**config.mk**
```make
export PLATFORM = sky130hd
export DESIGN_NAME = trace_packer_flat
export DESIGN_NICKNAME = d
export VERILOG_FILES = /design/src/rtl/trace_packer_if.sv /design/src/rtl/trace_packer.sv /design/src/flat_wrapper.sv
export SDC_FILE = /design/constraint.sdc
export NUM_CORES = 1
export LEC_CHECK = 0
export ABC_AREA = 1
export CAP_MARGIN = 20
export CELL_PAD_IN_SITES_DETAIL_PLACEMENT = 1
export CELL_PAD_IN_SITES_GLOBAL_PLACEMENT = 1
export CORE_MARGIN = 2
export CORE_UTILIZATION = 28
export DETAILED_ROUTE_END_ITERATION = 8
export DONT_BUFFER_PORTS = 1
export GPL_ROUTABILITY_DRIVEN = 0
export PLACE_DENSITY = 0.64
export SYNTH_ARGS = -nofsm -noshare
export SYNTH_HDL_FRONTEND = slang
export SYNTH_SLANG_ARGS = --single-unit
```
**constraint.sdc**
```tcl
create_clock -name clk -period 2.5 [get_ports clk]
set_input_delay 0.375 -clock clk [delete_from_list [all_inputs] [get_ports clk]]
set_output_delay 0.375 -clock clk [all_outputs]
set_load 0.05 [all_outputs]
```
**src/rtl/trace_packer_if.sv**
```systemverilog
// trace_packer_if: trace beat input, config bus and packed-vector output of trace_packer
interface trace_packer_if #(
  parameter int N          = 8,
  parameter int DATA_WIDTH = 32
);
  logic                         tracing;
  logic [7:0]                   configId;
  logic [7:0]                   configData;
  logic                         valid_in;
  logic [DATA_WIDTH-1:0]        data_in;
  logic [1:0]                   eof_in;
  logic                         ready_out;
  logic                         full_in;
  logic                         enqueue;
  logic [N-1:0][DATA_WIDTH-1:0] vector_out;
  logic [1:0]                   eof_out;
  logic [$clog2(N):0]           lane_count_out;
  modport master (
    output tracing, configId, configData, valid_in, data_in, eof_in, full_in,
    input  ready_out, enqueue, vector_out, eof_out, lane_count_out
  );
  modport slave (
    input  tracing, configId, configData, valid_in, data_in, eof_in, full_in,
    output ready_out, enqueue, vector_out, eof_out, lane_count_out
  );
endinterface

```
**src/rtl/trace_packer.sv**
```systemverilog
// trace_packer: packs up to K scalar trace beats into an N-lane vector, closed early on eof
module trace_packer #(
  parameter int N                  = 8,
  parameter int DATA_WIDTH         = 32,
  parameter int PERSONAL_CONFIG_ID = 0,
  parameter int INITIAL_PACK       = 0
) (
  input logic          clk,
  input logic          rst_n,
  trace_packer_if.slave bus
);
  localparam int LCW = $clog2(N) + 1;
  localparam int PW  = LCW - 1;
  localparam logic [LCW-1:0] K_INIT = LCW'((INITIAL_PACK <= 0 || INITIAL_PACK > N) ? N : INITIAL_PACK);
  typedef logic [N-1:0][DATA_WIDTH-1:0] vec_t;
  logic [LCW-1:0] k;
  logic [LCW-1:0] cfg_k;
  logic [PW-1:0]  ptr;
  vec_t           fill;
  vec_t           out_vec;
  vec_t           nxt_vec;
  logic [1:0]     out_eof;
  logic [LCW-1:0] out_cnt;
  logic           out_valid;
  logic           enq;
  logic           ready;
  logic           accept;
  logic           close;
  logic           cfg;
  // Lanes above ptr are always zero in fill, so the closing vector needs no masking.
  always_comb begin
    enq     = rst_n & out_valid & ~bus.full_in & bus.tracing;
    ready   = rst_n & bus.tracing & (~out_valid | enq);
    accept  = bus.valid_in & ready;
    close   = accept & (({1'b0, ptr} == k - LCW'(1)) | (bus.eof_in != 2'b00));
    cfg     = ~bus.tracing & (bus.configId == 8'(PERSONAL_CONFIG_ID));
    cfg_k   = (bus.configData == 8'd0 || 32'(bus.configData) > N) ? LCW'(N) : LCW'(bus.configData);
    nxt_vec = fill;
    nxt_vec[ptr] = bus.data_in;
  end
  assign bus.enqueue        = enq;
  assign bus.ready_out      = ready;
  assign bus.vector_out     = out_valid ? out_vec : '0;
  assign bus.eof_out        = out_valid ? out_eof : 2'b00;
  assign bus.lane_count_out = out_valid ? out_cnt : '0;
  always_ff @(posedge clk or negedge rst_n) begin
    if (!rst_n) begin
      k    <= K_INIT;
      ptr  <= '0;
      fill <= '0;
    end else if (cfg) begin
      k    <= cfg_k;
      ptr  <= '0;
      fill <= '0;
    end else if (close) begin
      ptr  <= '0;
      fill <= '0;
    end else if (accept) begin
      ptr       <= ptr + PW'(1);
      fill[ptr] <= bus.data_in;
    end
  end
  // A close in the same cycle as an enqueue reloads the output register back-to-back.
  always_ff @(posedge clk or negedge rst_n) begin
    if (!rst_n) begin
      out_vec   <= '0;
      out_eof   <= 2'b00;
      out_cnt   <= '0;
      out_valid <= 1'b0;
    end else if (close) begin
      out_vec   <= nxt_vec;
      out_eof   <= bus.eof_in;
      out_cnt   <= {1'b0, ptr} + LCW'(1);
      out_valid <= 1'b1;
    end else if (enq) begin
      out_valid <= 1'b0;
    end
  end
endmodule

```
**src/flat_wrapper.sv**
```systemverilog
// flat-port wrapper written by rule: the top's interface ports become plain ports
module trace_packer_flat 
#(
  parameter int N                  = 8,
  parameter int DATA_WIDTH         = 32,
  parameter int PERSONAL_CONFIG_ID = 0,
  parameter int INITIAL_PACK       = 0
)
  (clk, rst_n, bus_tracing, bus_configId, bus_configData, bus_valid_in, bus_data_in, bus_eof_in, bus_full_in, bus_ready_out, bus_enqueue, bus_vector_out, bus_eof_out, bus_lane_count_out);
  trace_packer_if #(.N(N), .DATA_WIDTH(DATA_WIDTH)) bus_i ();
  input logic clk;
  input logic rst_n;
  input wire logic [$bits(bus_i.tracing)-1:0] bus_tracing;
  input wire logic [$bits(bus_i.configId)-1:0] bus_configId;
  input wire logic [$bits(bus_i.configData)-1:0] bus_configData;
  input wire logic [$bits(bus_i.valid_in)-1:0] bus_valid_in;
  input wire logic [$bits(bus_i.data_in)-1:0] bus_data_in;
  input wire logic [$bits(bus_i.eof_in)-1:0] bus_eof_in;
  input wire logic [$bits(bus_i.full_in)-1:0] bus_full_in;
  output wire logic [$bits(bus_i.ready_out)-1:0] bus_ready_out;
  output wire logic [$bits(bus_i.enqueue)-1:0] bus_enqueue;
  output wire logic [$bits(bus_i.vector_out)-1:0] bus_vector_out;
  output wire logic [$bits(bus_i.eof_out)-1:0] bus_eof_out;
  output wire logic [$bits(bus_i.lane_count_out)-1:0] bus_lane_count_out;
  assign bus_i.tracing = bus_tracing;
  assign bus_i.configId = bus_configId;
  assign bus_i.configData = bus_configData;
  assign bus_i.valid_in = bus_valid_in;
  assign bus_i.data_in = bus_data_in;
  assign bus_i.eof_in = bus_eof_in;
  assign bus_i.full_in = bus_full_in;
  assign bus_ready_out = bus_i.ready_out;
  assign bus_enqueue = bus_i.enqueue;
  assign bus_vector_out = bus_i.vector_out;
  assign bus_eof_out = bus_i.eof_out;
  assign bus_lane_count_out = bus_i.lane_count_out;
  trace_packer #(.N(N), .DATA_WIDTH(DATA_WIDTH), .PERSONAL_CONFIG_ID(PERSONAL_CONFIG_ID), .INITIAL_PACK(INITIAL_PACK)) u_core (.clk(clk), .rst_n(rst_n), .bus(bus_i));
endmodule
```
# [Yosys cells after proc, flatten, opt, wreduce, memory -nomap -nowiden]
# Index checks and enable logic that the tools add are counted.
[word_totals] output_inout_bits=264 input_bits=55 word_cells=63 register_bits=526
[classes] addsub=3 muxes=15 magnitude_cmp=3 n_eq_ne=1 bitwise_logic=13 n_reduce_logical=7
[ops] cell="$mux W256" count=4
[ops] cell="$bwmux W256" count=1
[ops] cell="$demux W32 S3" count=1
[ops] cell="$mux W32" count=1
[ops] cell="$logic_not A8 Y1" count=2
[ops] cell="$mux W3" count=3
[ops] cell="$and A1 B1 Y1" count=8
[ops] cell="$gt A8 B4 Y1 const B" count=1
[ops] cell="$mux W4" count=2
[ops] cell="$add A3 B1 Y4 const B" count=1
[ops] cell="$eq A3 B4 Y1" count=1
[ops] cell="$lt A3 B4 Y1 const B" count=1
[ops] cell="$reduce_bool A2 Y1" count=2
[ops] cell="$sub A4 B1 Y4 const B" count=1
[ops] cell="$add A3 B1 Y3 const B" count=1
[ops] cell="$ge A3 B1 Y1 const B" count=1
[ops] cell="$not A1 Y1" count=3
[ops] cell="$reduce_bool A3 Y1" count=1
[ops] cell="$mux W1" count=2
[ops] cell="$mux W2" count=1
[ops] cell="$or A1 B1 Y1" count=2
[ops] cell="$logic_and A1 B1 Y1" count=1
[ops] cell="$logic_or A1 B1 Y1" count=1

# [Logic depth before layout (Yosys ltp)]
# Gate-level depths: netlist (run 1).
[depth] ltp_word=9 depth_mapped=15 depth_no_buf=12

# [Least setup slack after synthesis (run 1)]
# OpenSTA, ideal clock, no wires.
[synth_path] path_type="in2reg" from="input port rst_n" to="register u_core.fill[173] (netlist name)" path_buffers=3 setup_time_ns=0.066 cell_stages=8 arrival_ns=2.278 setup_slack_ns=0.156 required_ns=2.434 path_cell_list="nand2_1 -> a21oi_1 -> and2_1 -> buf_2 -> buf_2 -> buf_1 -> nand4_1 -> nand2_1"
[synth_between] elab_chain_len=9 elab_cells_between_ends=11 cone_classes="2 x mux; 8 x bitwise; 1 x reduce/logical"
[synth_rtl] item="from (decl)" line="flat_wrapper.sv:12" text="input logic rst_n;"
[synth_rtl] item="$and A1 B1 Y1 (3 in series)" line="trace_packer.sv:32" text="enq = rst_n & out_valid & ~bus.full_in & bus.tracing;"
[synth_rtl] item="$or A1 B1 Y1" line="trace_packer.sv:33" text="ready = rst_n & bus.tracing & (~out_valid | enq);"
[synth_rtl] item="$and A1 B1 Y1 (*)" line="trace_packer.sv:33"
[synth_rtl] item="via bus_ready_out" line="flat_wrapper.sv:20" text="output wire logic [$bits(bus_i.ready_out)-1:0] bus_ready_out;"
[synth_rtl] item="$and A1 B1 Y1 (*)" line="trace_packer.sv:34" text="accept = bus.valid_in & ready;"
[synth_rtl] item="$and A1 B1 Y1" line="trace_packer.sv:35" text="close = accept & (({1'b0, ptr} == k - LCW'(1)) | (bus.eof_in != 2'b00));"
[synth_rtl] item="$mux W256" line="trace_packer.sv:55" text="end else if (close) begin"
[synth_rtl] item="$mux W256" line="trace_packer.sv:51" text="end else if (cfg) begin"
[synth_rtl] item="to (signal, indexed assignment)" line="trace_packer.sv:60" text="fill[ptr] <= bus.data_in;"
[synth_rtl] item="to (decl)" line="trace_packer.sv:19" text="vec_t fill;"
# Mark *: on every way through the listed nets, which the timed path passes. The rest lies on a longest branch.
# A chain may end at the register's enable or synchronous reset.

# [Worst setup path in the final report (run 1)]
[layout_path] from="input port rst_n" to="output port bus_enqueue"
[layout_between] elab_chain_len=3
[layout_rtl] item="$and A1 B1 Y1 (3 in series)" line="trace_packer.sv:32"
[layout_rtl] item="to (decl)" line="flat_wrapper.sv:21" text="output wire logic [$bits(bus_i.enqueue)-1:0] bus_enqueue;"
# No other way between the ends.

==> impl_results.md, run 1 <==
- Nets: 3,529
- Worst Tran Pin Value: 1.76 ns
- MaxCap Viol Count: 0
- Total number of vias: 23,600
- Synth Area in Compound Gates: 0.0514
- Synthesized flop and latch total: approximately 530
- Yosys top cell area share: 0.508
- RSZ-0062 raised after global routing: no
- Startpoint types: input port
- Final Setup Violations: roughly 170
- Worst skew pair latency: 0.63 ns
- Post-DR vias/cell: ~5.0
- Final hold viol count: 525
- Power per cell area: 716 nW/um2
- Initial antenna violation count: 17
- Min Hold Slack: -0.520 ns
- Failing checks: hold timing, slew limit, setup timing
- Core Area: around 92,000 um2
- Synth unique cells: 25
- Routed Wire Length: 100,000 um
- Syn Inst Count: 3,510
- Drt initial violations: 2,148
- RR Endpoint: u_core.out_vec[242]
- Largest net degree at the start of global routing: 528
- Leak pwr: 16.5 nW
- Initial Util: 0.282
- Place WS: approximately 0.23 ns
- Gr ovfl total: 0
- Tmin final: 2.69 ns
- HPWL Detailed: 59,800 um
- Area delta synth->final: 17.8%
- Post-synth net total: 3,567
- Class of the worst hold path: in2async
- First-pass GRT wire length: 150,000 um
- Root buf cell: clkbuf_16
- Max Fclk: 372 MHz
- Final worst-path cycle share: 1.08
- Per-cell routed wire length: 21.2 um
- Max clock buf depth: 3
- Top area cells in the synthesized netlist: dfrtp_1 51%, nand2_1 23%, nand4_1 6.3%
- Largest family of logic cells by synthesized area: simple AND/OR/NAND/NOR gates
- Die height: 308 um
- Pins Over Slew Limit: approximately 330
- Adder-cell share of the synthesized area: 0.000967
- Num ports: 319
- GRT Util Overall: 0.207
- Reg2reg start: u_core.k[0]
- Register-to-Register Path Depth: 9
- Mean Syn Cell Area: 7.37 um2
- Most common library cells after synthesis: 1,580 x nand2_1, 525 x dfrtp_1, 305 x inv_1, 270 x nand3_1, 260 x o21ai_0
- Endpoint class of the critical path: primary output
- M3 GR Usage: 0.0400
- Max FO, Critical Path: 527
- YS warnings: 0
- Setup tns final: -3.15 ns
- Drt drc: 0
- Area occupied by multi-input gates: 10,500 um2
- Leading area contributor after synthesis: dfrtp_1
- ANT nets after route: 0
- DIE AREA: 94,800 um2
- XOR/XNOR share of the synthesized area: 0.000677
- Simple-gate share of the synthesized area: 0.348
- GRT busiest layer: met2
- Met1 usage: 0.284
- CTS Buf Count: 60
- Hold_buf cts: 6
- Post-synthesis mux area share: 0
- Fin worst setup slack: -0.191 ns
- CP required: 2.12 ns
- Clock Skews: between 0.015 and 0.02 ns
- Die X: 308 um
- Count leader, synth: nand2_1
- CTS sink cnt: around 530
- Maximum VDD drop: 405 uV
- Fraction of final layout cells sized beyond drive strength 1: 0.104
- Storage element area: 13,200 um2
- Post-synth EDFFs: 0
- Worst-path clk slew: ~0.06 ns
- Register area share after synthesis: 0.509
- Mapped cell area: 25,900 um2
- CTS tree: yes
- Fill count: ~11,000
- H-Tree Depth: 2
- Num rows: 111
- Vias in the first global route: ~24,000
- Met2 Usage GRT: 0.316
- Reg2Reg Setup Slack: 0.25 ns
- IO Port Bufs: 0
- Status: complete, but fails checks
- Asr flop ratio synth: 1.00
- DR pass1 iterations: 5
- Slew Limit Headroom: -0.171
- Arrival @ worst endpoint: 2.32 ns
- Critical path class: in2out
- Post-synth top flop: dfrtp_1
## area by class of cell
type	count	share of cell area
clock inverters	15	0.00595
inverters	308	0.0474
well taps	1186	0.0487
clock buffers	93	0.0602
diodes	9	0.000739
flip-flops and latches	526	0.432
multi-input cells	2396	0.343
repair buffers	180	0.0619
## state kept, by name, summed over array words and instances, names as in the netlist
register          cells
u_core.k              4
u_core.out_cnt        4
u_core.ptr            3
u_core.out_vec      256
u_core.fill         256
u_core.out_valid      1
u_core.out_eof        2
## critical path: stages
cell and delay [ns]:
nand2_1 0.39, nor3b_4 0.43, buf_4 0.27
## cells in the final DEF, fill, tap and decap left out, drive strengths merged
cell type       n
a21oi           2
xnor2           1
nor3b           1
diode           9
nor2           13
xor2            1
ha              2
buf           174
bufinv          4
clkinvlp       78
nand2        1582
dfstp           1
nand3         271
and2            1
nand4         259
clkinv          9
o21ai         260
inv           232
clkbuf         93
dlygate4sd3     6
o22ai           3
dfrtp         525
## through the flow
step                 util  instance area [um2]  hold WS (ns)  cells  power (W)
finish              0.333                30500        -0.520   4713     0.0218
global placement    0.306                28100         0.116   4588     0.0127
detailed placement  0.306                28100         0.115   4588     0.0127
floorplan               -                25900        0.0794   3510     0.0116
CTS                 0.329                30200        -0.561   4704     0.0220
global route        0.332                30500        -0.553   4706     0.0227
## per-layer routing
metal	vias to the layer above	share of wire
met2	567	0.45
met1	11900	0.45
met3	149	0.053
met4	2	0.040
li1	11100	-
met5	-	0.00018
## cells by family (layout without fill, tap and decap cells)
family	count (synthesis)	in the layout
flops	526	526
buf+inv	588	596
simple gates	2127	2127
fa+ha+maj	2	2
compound gates	265	265
xor+xnor	2	2
other cells	0	9
## what timing repair did
| action | in CTS | in global routing |
|---|---|---|
| endpoints found under the setup margin | 82 | 72 |
| cloned | 0 | 0 |
| gates resized for setup | 7 | 72 |
| hold endpoints to repair | 532 | 525 |
| pin swaps | 0 | 0 |
| buffers inserted | 2 | 0 |
## report_power, final
group / leakage (nW) / internal [W] / switching [W]
clock: 1.00 / 0.00541 / 0.00375
sequential: 7.17 / 0.00899 / 0.000328
combinational: 8.33 / 0.000713 / 0.00262
total: 16.5 / 0.0151 / 0.00670
## worst max path at each step
stage | start | endpoint | slack, ns | cells after the start
2_1_floorplan | rst_n | u_core.fill[173] | 0.16 | 8
3_3_place_gp | rst_n | u_core.out_vec[50] | 0.24 | 6
3_5_place_dp | u_core.k[0] | u_core.out_vec[33] | 0.23 | 9
4_1_cts | u_core.out_valid | bus_vector_out[245] | 0.0005 | 4
5_1_grt | u_core.out_valid | bus_vector_out[47] | 0.004 | 3
6_report | rst_n | bus_enqueue | -0.19 | 3
Note: power is estimated with default switching activity, not from simulation.
==> inputs of run 2 (changes only) <==
- GPL_TIMING_DRIVEN: unset -> 0
==> run 2 against run 1 <==
  * The run still ends with hold timing, slew limit, setup timing left
  * Clock skew shrank 0.0066 ns
  * Sequential share of layout area shrank 0.38 points
  * Die area is the same
  * Critical path type is now in2reg
  * Combinational power grew 5%
  * Worst setup slack lost 1.5 ns
  * Highest routed layer is now met4
  * Largest cell class unchanged
  * First-iteration DRC count shrank 12%
  * Clock power grew 5.3%
  * Maximum frequency shrank 36%
  * Utilization grew 0.29 points
==> impl_results.md, run 2 (same netlist as run 1, synthesis figures left out) <==
- Clock Skews: 0.0104 ns
- Initial Util: 0.282
- Min Hold Slack: -0.521 ns
- Worst skew pair latency: 0.64 ns
- Hold_buf cts: 10
- Die X: 308 um
- Max clock buf depth: 3
- H-Tree Depth: 2
- Post-DR vias/cell: 5.06
- Worst-path clk slew: ~0.06 ns
- DIE AREA: 94,800 um2
- Initial antenna violation count: 20
- Fraction of final layout cells sized beyond drive strength 1: 0.142
- Nets: 3,642
- Root buf cell: clkbuf_16
- Slowest CP cell: nand2_4
- IO Port Bufs: 0
- Startpoint types: input port
- Failing checks: hold timing, slew limit, setup timing
- Commonest non-fill, non-tap cell in the layout: nand2_1
- Post-route cell area: 30,700 um2
- Place WS: -0.996 ns
- Dpl cell area: 27,400 um2
- Maximum VDD drop: 512 uV
- Final worst-path cycle share: 1.68
- CTS Buf Count: 60
- Critical path class: in2reg
- Tmin final: about 4.2 ns
- Worst Tran Pin Value: 3.46 ns
- Class of the worst hold path: in2async
- RR Endpoint: u_core.out_vec[244]
- Leak pwr: about 15 nW
- Final Setup Violations: 528
- CTS tree: yes
- CTS sink cnt: roughly 530
- Total number of vias: approximately 24,000
- Per-cell routed wire length: 22.6 um
- Slew Limit Headroom: -1.31
- Fin worst setup slack: -1.71 ns
- Num ports: 319
- First-pass GRT wire length: ~160,000 um
- Largest regs: u_core.fill: 256 flops, u_core.out_vec: 256 flops
- Vias in the first global route: 24,200
- Fill count: 11,200
- Power per cell area: approximately 730 nW/um2
- Storage element area: 13,200 um2
- Area occupied by multi-input gates: 10,400 um2
- Pins Over Slew Limit: 432
- Num rows: 111
- Arrival @ worst endpoint: about 4.8 ns
- Max FO, Critical Path: 527
- Drt drc: 0
- GRT Util Overall: 0.225
- Endpoint class of the critical path: flip-flop
- Reg2reg start: u_core.out_valid
- HPWL Detailed: 73,500 um
- Max Fclk: 237 MHz
- Drt initial violations: between 1,500 and 2,000
- CP required: 3.07 ns
- Final hold viol count: 228
- Status: complete, but fails checks
- Core Area: between 90,000 and 100,000 um2
- Slowest cell delay on critical path: 0.91 ns
- Most frequent cells in the layout: 1,574 x nand2_1, 525 x dfrtp_1, 270 x nand3_1
- CP top delay family: simple AND/OR/NAND/NOR gates
- Routed Wire Length: 109,000 um
- Largest net degree at the start of global routing: between 500 and 600
- Worst path bufs/invs: 3
- Crit path cell chain: nand2_4, a21oi_4, and2_1, buf_2, nor2_2, clkbuf_4, buf_2, nand2_1, nand2_1
- Area delta synth->final: 18.9%
- ANT nets after route: 0
- Gr ovfl total: 0
- Reg2Reg Setup Slack: approximately 0.090 ns
- MaxCap Viol Count: 0
- Register-to-Register Path Depth: 7
- RSZ-0062 raised after global routing: yes
- DR pass1 iterations: 7
- Die height: 308 um
run 2: layout make-up:
cell class	count	share of cell area
inverter	308	0.0648
clock inverter	23	0.0112
clock buffer	89	0.0583
antenna	4	0.000326
timing repair buffer	15	0.00472
sequential	526	0.428
tap	1186	0.0483
buffer	278	0.0452
multi-input combinational	2396	0.339
run 2: layer usage:
metal / part of all wire / up-vias / track usage
li1: - / 11300 / -
met1: 0.45 / 12200 / 0.317
met2: 0.46 / 715 / 0.355
met3: 0.063 / 146 / 0.0339
met4: 0.029 / 0 / 0.0674
met5: 0 / - / 0
run 2: worst max path at each step:
stage	cells after the start	from	to	slack [ns]
5_1_grt	4	u_core.out_valid	bus_vector_out[73]	-0.12
2_1_floorplan	8	rst_n	u_core.fill[173]	0.16
3_5_place_dp	8	rst_n	u_core.out_vec[157]	-1.0
3_3_place_gp	8	rst_n	u_core.out_vec[157]	-1.39
4_1_cts	4	u_core.out_valid	bus_vector_out[73]	-0.07
6_report	9	rst_n	u_core.fill[212]	-1.71
run 2: repair_timing:
action / CTS / global route
resized for setup: 235 / 181
buffers inserted: 0 / 3
setup endpoints to repair: 756 / 578
pin swaps: 1 / 2
hold endpoints to repair: 533 / 526
run 2: metrics by stage:
stage           util  power (W)  cells  hold WS [ns]  setup TNS, ns
2_1_floorplan      -     0.0116   3510        0.0794              0
3_3_place_gp   0.298     0.0126   4696         0.121        -608.50
3_5_place_dp   0.299     0.0127   4697         0.116        -370.51
4_1_cts        0.331     0.0225   4819        -0.558         -0.990
5_1_grt        0.335     0.0233   4821        -0.546          -1.92
6_report       0.335     0.0224   4825        -0.521        -749.59
run 2: report_power, final:
| group | internal (W) | total (W) | switching, W |
|---|---|---|---|
| clock network | 0.00577 | 0.00966 | 0.00388 |
| registers | 0.00899 | 0.00929 | 0.000304 |
| logic | 0.000649 | 0.00348 | 0.00283 |
